--- config.mk ---
export PLATFORM = sky130hd
export DESIGN_NAME = serial_addend_recover
export DESIGN_NICKNAME = d
export VERILOG_FILES = /design/src/rtl/serial_addend_recover.sv
export SDC_FILE = /design/constraint.sdc
export NUM_CORES = 1
export LEC_CHECK = 0
export ABC_CLOCK_PERIOD_IN_PS = 1800
export CAP_MARGIN = 20
export CORE_MARGIN = 1.5
export CORE_UTILIZATION = 35
export DETAILED_ROUTE_END_ITERATION = 8
export RECOVER_POWER = 50
export SETUP_SLACK_MARGIN = 0.15
export SLEW_MARGIN = 10
export SYNTH_ARGS = -nofsm -noshare
export SYNTH_HDL_FRONTEND = slang
export SYNTH_SLANG_ARGS = --single-unit
--- constraint.sdc ---
create_clock -name io_in -period 1.8 [get_ports io_in]
set_input_delay 0.27 -clock io_in [delete_from_list [all_inputs] [get_ports io_in]]
set_output_delay 0.27 -clock io_in [all_outputs]
set_load 0.05 [all_outputs]
--- src/rtl/serial_addend_recover.sv ---
// serial_addend_recover
//   Recovers addend A = S - B from a 5-bit sum S and a 4-bit addend B.
//   Three nibbles arrive on an asynchronous strobe handshake: S[3:0], then
//   S[4] (in nib[0]), then B. The difference is computed LSB-first through
//   a single full-subtractor and a borrow flop over 5 clocks.
//   This is a TinyTapeout tile, so all I/O is packed into two 8-bit buses.
//
// Ports
//   io_in[0]    clk    rising-edge clock
//   io_in[1]    rst_n  asynchronous active-low reset
//   io_in[2]    strb   async nibble strobe; each rising edge accepts one nibble
//   io_in[3]    abort  async level; returns the block to the load phase
//   io_in[7:4]  nib    operand nibble
//   io_out[3:0] a      recovered addend, (S-B) mod 16
//   io_out[4]   err    S < B or S - B > 15
//   io_out[5]   busy   high while the subtract is running
//   io_out[6]   done   result valid
//   io_out[7]   want_b next accepted nibble is B
module serial_addend_recover #(
  parameter int SYNC_STAGES = 2
) (
  input  logic [7:0] io_in,
  output logic [7:0] io_out
);

  typedef enum logic [2:0] {
    GET_SLO,
    GET_SHI,
    GET_B,
    CALC,
    DONE
  } state_t;

  logic       clk;
  logic       rst_n;
  logic       strb_raw;
  logic       abort_raw;
  logic [3:0] nib;

  assign clk       = io_in[0];
  assign rst_n     = io_in[1];
  assign strb_raw  = io_in[2];
  assign abort_raw = io_in[3];
  assign nib       = io_in[7:4];

  logic [SYNC_STAGES-1:0] strb_sync;
  logic [SYNC_STAGES-1:0] abort_sync;
  logic                   strb_d;
  logic                   accept;
  logic                   abort_level;

  state_t     state;
  logic [4:0] s;
  logic [4:0] b;
  logic [4:0] d;
  logic [2:0] cnt;
  logic       borrow;
  logic [3:0] a;
  logic       err;
  logic       busy;
  logic       done;
  logic       want_b;

  logic       d_bit;
  logic       borrow_next;
  logic [4:0] d_next;

  // Both async inputs go through a SYNC_STAGES-deep shift chain; the extra
  // strb_d flop turns the synchronized strobe into a single-cycle accept pulse.
  always_ff @(posedge clk or negedge rst_n) begin
    if (!rst_n) begin
      strb_sync  <= '0;
      abort_sync <= '0;
      strb_d     <= 1'b0;
    end else begin
      strb_sync  <= {strb_sync[SYNC_STAGES-2:0], strb_raw};
      abort_sync <= {abort_sync[SYNC_STAGES-2:0], abort_raw};
      strb_d     <= strb_sync[SYNC_STAGES-1];
    end
  end

  assign accept      = strb_sync[SYNC_STAGES-1] & ~strb_d;
  assign abort_level = abort_sync[SYNC_STAGES-1];

  // One full-subtractor slice; the new difference bit enters d at the MSB so
  // that after 5 shifts d[0] holds bit 0 of S - B.
  always_comb begin
    d_bit       = s[0] ^ b[0] ^ borrow;
    borrow_next = (~s[0] & b[0]) | (~(s[0] ^ b[0]) & borrow);
    d_next      = {d_bit, d[4:1]};
  end

  always_ff @(posedge clk or negedge rst_n) begin
    if (!rst_n) begin
      state  <= GET_SLO;
      s      <= '0;
      b      <= '0;
      d      <= '0;
      cnt    <= '0;
      borrow <= 1'b0;
      a      <= '0;
      err    <= 1'b0;
      busy   <= 1'b0;
      done   <= 1'b0;
      want_b <= 1'b0;
    end else if (abort_level) begin
      // Abort overrides any accept in the same cycle; a keeps the last result.
      state  <= GET_SLO;
      busy   <= 1'b0;
      done   <= 1'b0;
      err    <= 1'b0;
      want_b <= 1'b0;
    end else begin
      case (state)
        GET_SLO: begin
          if (accept) begin
            s[3:0] <= nib;
            state  <= GET_SHI;
          end
        end
        GET_SHI: begin
          if (accept) begin
            s[4]   <= nib[0];
            state  <= GET_B;
            want_b <= 1'b1;
          end
        end
        GET_B: begin
          if (accept) begin
            b      <= {1'b0, nib};
            d      <= '0;
            cnt    <= '0;
            borrow <= 1'b0;
            state  <= CALC;
            want_b <= 1'b0;
            busy   <= 1'b1;
          end
        end
        CALC: begin
          // Strobes arriving here are simply not looked at.
          s      <= {1'b0, s[4:1]};
          b      <= {1'b0, b[4:1]};
          d      <= d_next;
          borrow <= borrow_next;
          cnt    <= cnt + 3'd1;
          if (cnt == 3'd4) begin
            state <= DONE;
            busy  <= 1'b0;
            done  <= 1'b1;
            a     <= d_next[3:0];
            err   <= borrow_next | d_next[4];
          end
        end
        DONE: begin
          if (accept) begin
            s[3:0] <= nib;
            done   <= 1'b0;
            err    <= 1'b0;
            state  <= GET_SHI;
          end
        end
        default: state <= GET_SLO;
      endcase
    end
  end

  assign io_out = {want_b, done, busy, err, a};

endmodule

==> results.json, run 1 <==
{
  "outcome": "complete, but fails checks",
  "failed_checks": "hold timing",
  "synth_seq_cells": 33,
  "area_delta_synth_final_pct": 29.8,
  "crit_start": "state[2]$_DFFE_PN0P_",
  "cts.clk_slew.worst_paths_ns": 0.07,
  "crit_buf_inv": 0,
  "finClkSkew_ns": 0.00529,
  "grt_antenna_before_repair": 0,
  "drtIter0Drc": 57,
  "grt_pass1_vias": 1394,
  "critPathMaxFanout": 12,
  "worst_pin_slew_ns": 0.537,
  "drive_above_1_share": 0.287,
  "synth_cell_type_count": 35,
  "die_x_um": 69.1,
  "synth_nets": 149,
  "rsz0062_at_grt": "yes",
  "path_class": "register to register",
  "p_total_w": 0.00282,
  "peakVddDrop_mv": 0.723,
  "powerDensity_nw_per_um2": 1420,
  "clk_latency_ns": 0.29,
  "slew-limit-headroom": 0.642,
  "hold_viol_final": 35,
  "required_ns": 1.98,
  "leakagePower_nw": 0.859,
  "min_from": "io_in[2]",
  "synth_seq_area_share": 0.540,
  "yosysWarnings": 0,
  "viasPerCell": 5.36,
  "finalMaxSlewViolations": 0,
  "crit_path_end_kind": "register",
  "post_cts_buffers": 0,
  "cap_violations": 0,
  "cts_hold_buf": 0,
  "grt_max_degree": 15,
  "path_cells": "nand4bb_2, nor2_4, mux2_2",
  "drtAntennaViolNets": 0,
  "core_area_sq_um": 4120,
  "port_buffers": 8,
  "die_y_um": 69.1,
  "place_congestion": 0.861,
  "syn_area_sq_um": 1530,
  "min_period_ns": 1.61,
  "cts_tree": "yes",
  "avgSynthCellArea_sq_um": 11.1,
  "synthCells": 138,
  "nets": 177,
  "n_antenna_cell": 0,
  "cp_top_family": "simple AND/OR/NAND/NOR gates",
  "overflow": 0,
  "dpl.hpwl_um": 2080,
  "die_area_sq_um": 4780,
  "drcViolationCount": 0,
  "start_kind": "register",
  "fp-row-count": 23,
  "grt_use_total": 0.202,
  "max_stage_delay_ns": 0.52,
  "finalCritPeriodShare": 0.893,
  "wl_per_cell_um": 15.4,
  "start_util": 0.372,
  "vias": 1184,
  "worstHoldPathType": "clock port to register",
  "routed_wl_um": 3410,
  "drtPass1Iterations": 4,
  "grt_pass1_wl_um": 6110,
  "setup_viol": 0,
  "pin_count": 16,
  "rr_startpoint": "state[2]$_DFFE_PN0P_",
  "crit_arrival_ns": 1.79,
  "fmax_ghz": 0.622,
  "holdWs_ns": -0.266,
  "worst_path_max_delay_cell": "dfrtp_1"
}
## layout by cell type (no fill, tap or decap), types with 4 or more instances in the layout
cell	n
clkbuf_1	5
o21ai_0	11
inv_1	6
dfrtp_1	31
mux2i_1	7
a21oi_1	9
nand2_1	10
nor2_1	11
buf_4	11
a22o_1	5
mux2_2	4
clkbuf_8	17
## per-stage QoR
stage / util / cells / worst slack [ns] / cell area (sq um) / setup TNS [ns]
5_1_grt: 0.483 / 221 / 0.143 / 1990 / 0
3_3_place_gp: 0.399 / 192 / 0.0175 / 1640 / 0
3_5_place_dp: 0.399 / 192 / -0.0225 / 1640 / -0.0356
4_1_cts: 0.494 / 221 / 0.174 / 2030 / 0
2_1_floorplan: - / 138 / 0.340 / 1530 / 0
6_report: 0.483 / 221 / 0.193 / 1990 / 0
## kinds of logic (layout without fill, tap and decap cells)
family                   after synthesis  count (layout)  share of synthesized area
adder cells (fa/ha/maj)                3               3                     0.0294
AND/OR/NAND/NOR                       37              37                      0.132
buffers and inverters                 16              49                     0.0564
flip-flops                            33              33                      0.540
AO/OA/AOI/OAI                         38              38                      0.167
multiplexers                          11              11                     0.0752
## Yosys cell counts
cell type / instances / share of area
ha_1: 2 / 0.016
o21ai_0: 11 / 0.036
buf_2: 3 / 0.0098
nand3b_1: 1 / 0.0049
and4_1: 1 / 0.0057
a311oi_1: 1 / 0.0057
nor4_1: 1 / 0.0041
a32oi_1: 1 / 0.0057
a21oi_1: 9 / 0.029
mux2_2: 4 / 0.029
mux2i_1: 7 / 0.046
nor2_2: 1 / 0.0041
o22ai_1: 1 / 0.0041
a31oi_1: 3 / 0.012
o21ai_1: 1 / 0.0033
and4bb_1: 1 / 0.0082
buf_1: 1 / 0.0025
dfrtp_1: 33 / 0.54
a21oi_4: 1 / 0.011
a221o_1: 1 / 0.0065
nand3_1: 2 / 0.0065
or4b_4: 1 / 0.0090
nand2_1: 10 / 0.025
nor2b_1: 2 / 0.0082
nor3b_2: 1 / 0.0082
nand2b_1: 3 / 0.012
nand4bb_1: 1 / 0.0074
a2111oi_2: 1 / 0.0098
nor2_1: 12 / 0.029
o21bai_1: 2 / 0.0098
fa_1: 1 / 0.013
a22o_1: 5 / 0.029
inv_1: 6 / 0.015
buf_4: 6 / 0.029
o31ai_1: 1 / 0.0049
## worst reg2reg max path: stages (launching register included)
cell and delay, ns:
dfrtp_1 0.52, nand4bb_2 0.38, nor2_4 0.22, mux2_2 0.37
## registers in the layout, summed over array words and instances, names as in the netlist
signal / cells
b: 4
busy: 1
a: 4
err: 1
want_b: 1
strb_d: 1
d: 4
abort_sync: 2
state: 3
cnt: 3
borrow: 1
s: 5
strb_sync: 2
done: 1
## power by group
group | internal, W | switching [W]
logic | 0 | 0
clock network | 0.00113 | 0.000927
registers | 0.000758 | 0
total | 0.00189 | 0.000927
## final timing paths
path                                           to  slack [ns]  depth (start not counted)
max                              a[3]$_DFFE_PN0P_        0.19                          3
min                        strb_sync[0]$_DFF_PN0_       -0.27                          0
max reg2reg                      a[3]$_DFFE_PN0P_        0.19                          3
min reg2reg                strb_sync[1]$_DFF_PN0_        0.35                          0
max in group asynchronous    state[0]$_DFFE_PN0P_        1.49                          2
min in group asynchronous      borrow$_DFFE_PN0P_       -0.09                          2
## timing repair
item,4_1_cts,5_1_grt
endpoints found under the setup margin,8,7
pin swaps,0,1
gates resized for setup,7,3
## routing by layer
layer	GRT usage	wire, um	vias to the layer above
met1	0.152	1360	559
met2	0.186	1490	56
met5	0	0	-
li1	-	-	552
met4	0.318	160	0
met3	0.249	409	17
## layout make-up
type,instances,area [sq um]
flip-flops and latches,33,828
well taps,50,62.6
multi-input cells,89,634
fillers,369,2130
clock inverters,7,77.6
clock buffers,22,253
inverters,6,22.5
repair buffers,14,109
Power figures use the tool's default switching activity.
==> inputs of run 2 (changes only) <==
--- a/config.mk
+++ b/config.mk
@@ -5,8 +5,9 @@
 export SDC_FILE = /design/constraint.sdc
 export NUM_CORES = 1
 export LEC_CHECK = 0
-export ABC_CLOCK_PERIOD_IN_PS = 1800
+export ABC_CLOCK_PERIOD_IN_PS = 1400
 export CAP_MARGIN = 20
+export CORE_ASPECT_RATIO = 1.1
 export CORE_MARGIN = 1.5
 export CORE_UTILIZATION = 35
 export DETAILED_ROUTE_END_ITERATION = 8
==> constraint.sdc (replaced) <==
create_clock -name io_in -period 1.4 [get_ports io_in]
set_input_delay 0.21 -clock io_in [delete_from_list [all_inputs] [get_ports io_in]]
set_output_delay 0.21 -clock io_in [all_outputs]
set_load 0.05 [all_outputs]
==> results.json, run 2 (same netlist as run 1, synthesis figures left out) <==
{
  "overflow": 0,
  "die_x_um": 66.0,
  "grt_pass1_vias": 1610,
  "required_ns": 1.57,
  "port_buffers": 8,
  "grt_antenna_before_repair": 0,
  "crit_start": "state[0]$_DFFE_PN0P_",
  "layout_commonest_cell": "dfrtp_1",
  "dpl.hpwl_um": 2440,
  "min_period_ns": 1.56,
  "start_kind": "register",
  "cts.clk_slew.worst_paths_ns": 0.07,
  "viasPerCell": 5.45,
  "die_y_um": 72.4,
  "worstHoldPathCells": 0,
  "crit_path_end_kind": "register",
  "fin_cells": 253,
  "max_stage_delay_ns": 0.42,
  "cap_violations": 0,
  "worst_pin_slew_ns": 0.555,
  "fmax_ghz": 0.640,
  "finalCritPeriodShare": 1.12,
  "core_area_sq_um": 4250,
  "setup_viol": 20,
  "rr_startpoint": "state[0]$_DFFE_PN0P_",
  "endpoint": "err$_DFFE_PN0P_",
  "area_delta_synth_final_pct": 63.7,
  "outcome": "complete, but fails checks",
  "dp_cells": 211,
  "fp-row-count": 25,
  "routed_wl_um": 4680,
  "peakVddDrop_mv": 1.40,
  "largest_reg_flops": 5,
  "finClkSkew_ns": 0.00717,
  "failed_checks": "hold timing, setup timing",
  "hold_viol_final": 35,
  "layout_common_cells": "dfrtp_1 (33), buf_4 (24), clkbuf_8 (18)",
  "powerDensity_nw_per_um2": 1560,
  "worst_path_max_delay_cell": "dfrtp_1",
  "clk_latency_ns": 0.29,
  "cp_top_family": "simple AND/OR/NAND/NOR gates",
  "path_depth": 6,
  "die_area_sq_um": 4780,
  "start_util": 0.360,
  "pin_count": 16,
  "utilization": 0.589,
  "n_antenna_cell": 0,
  "drive_above_1_share": 0.477,
  "critPathMaxFanout": 4,
  "finalMaxSlewViolations": 0,
  "nets": 206,
  "grt_use_total": 0.220,
  "drtPass1Iterations": 4,
  "drtAntennaViolNets": 0,
  "tns_ns": -1.78,
  "drcViolationCount": 0,
  "path_class": "register to register",
  "slew-limit-headroom": 0.630,
  "timing.reg2reg.setup_slack_ns": -0.16,
  "crit_buf_inv": 2,
  "leakagePower_nw": 1.10,
  "wl_per_cell_um": 18.5,
  "rsz0062_at_grt": "yes",
  "path_cells": "buf_4, buf_6, nor2_4, nand2_1, and4_1, a221o_1",
  "cts_tree": "yes",
  "worstHoldPathType": "clock port to register",
  "grt_pass1_wl_um": 6720,
  "drtIter0Drc": 70,
  "regMostFlops": "s",
  "p_total_w": 0.00390,
  "setup_ws_ns": -0.162,
  "place_congestion": 0.771,
  "grt_max_degree": 15,
  "reg2reg_depth": 6,
  "vias": 1379,
  "holdWs_ns": -0.261,
  "crit_arrival_ns": 1.73,
  "crit-reg2reg-capture": "err$_DFFE_PN0P_"
}
==> run 2: cell count changes in the layout (fill, tap and decap cells not counted), moves of 3 or more <==
cell           previous run  this run
nor2_1                   11         7
buf_12                    0         9
o21ai_0                  11         2
nand2_1                  10         7
buf_6                     0        10
o21ai_1                   0         7
nor2_4                    1         4
buf_4                    11        24
dlygate4sd2_1             3         0
==> run 2: per-layer routing <==
| layer | track usage | part of all wire | vias up |
|---|---|---|---|
| li1 | - | - | 612 |
| met1 | 0.181 | 0.38 | 696 |
| met2 | 0.258 | 0.50 | 51 |
| met3 | 0.177 | 0.067 | 20 |
| met4 | 0.336 | 0.052 | 0 |
| met5 | 0 | 0 | - |
==> run 2: worst min-delay path by stage <==
| stage | slack [ns] | startpoint | to |
|---|---|---|---|
| global route | -0.27 | io_in[3] | abort_sync[0]$_DFF_PN0_ |
| finish | -0.26 | io_in[3] | abort_sync[0]$_DFF_PN0_ |
| floorplan | -0.30 | io_in[1] | a[0]$_DFFE_PN0P_ |
| detailed placement | -0.30 | io_in[1] | a[0]$_DFFE_PN0P_ |
| CTS | -0.32 | io_in[1] | want_b$_DFFE_PN0P_ |
| global placement | -0.30 | io_in[1] | a[0]$_DFFE_PN0P_ |
==> run 2: power breakdown <==
group / leakage, nW / total, W / switching [W] / internal [W]
clock: 0.193 / 0.00293 / 0.00123 / 0.00170
combinational: 0.438 / 0.000000000438 / 0 / 0
sequential: 0.465 / 0.000974 / 0 / 0.000974
==> run 2: cell type report <==
| cell class | instances | area (sq um) |
|---|---|---|
| inverter | 6 | 22.5 |
| clock buffer | 24 | 270 |
| fill | 333 | 1750 |
| multi-input combinational | 89 | 757 |
| tap | 54 | 67.6 |
| clock inverter | 4 | 88.8 |
| timing repair buffer | 43 | 473 |
| sequential | 33 | 826 |
==> run 2: repair_timing <==
item	in CTS	in global routing
endpoints found under the setup margin	27	28
pin swaps	14	13
hold buffers	0	0
buffers inserted	3	11
resized for setup	20	21
==> run 2: per-stage QoR <==
step	area, sq um	worst slack (ns)
floorplan	1570	0.0184
global placement	1890	-0.0164
detailed placement	1890	-0.0934
CTS	2390	-0.106
global route	2500	-0.194
finish	2500	-0.162
==> run 2: worst register-to-register path, cell delays in order, from the launching register on <==
cell and delay (ns):
dfrtp_1 0.42, buf_4 0.15, buf_6 0.12, nor2_4 0.15, nand2_1 0.10, and4_1 0.23, a221o_1 0.27
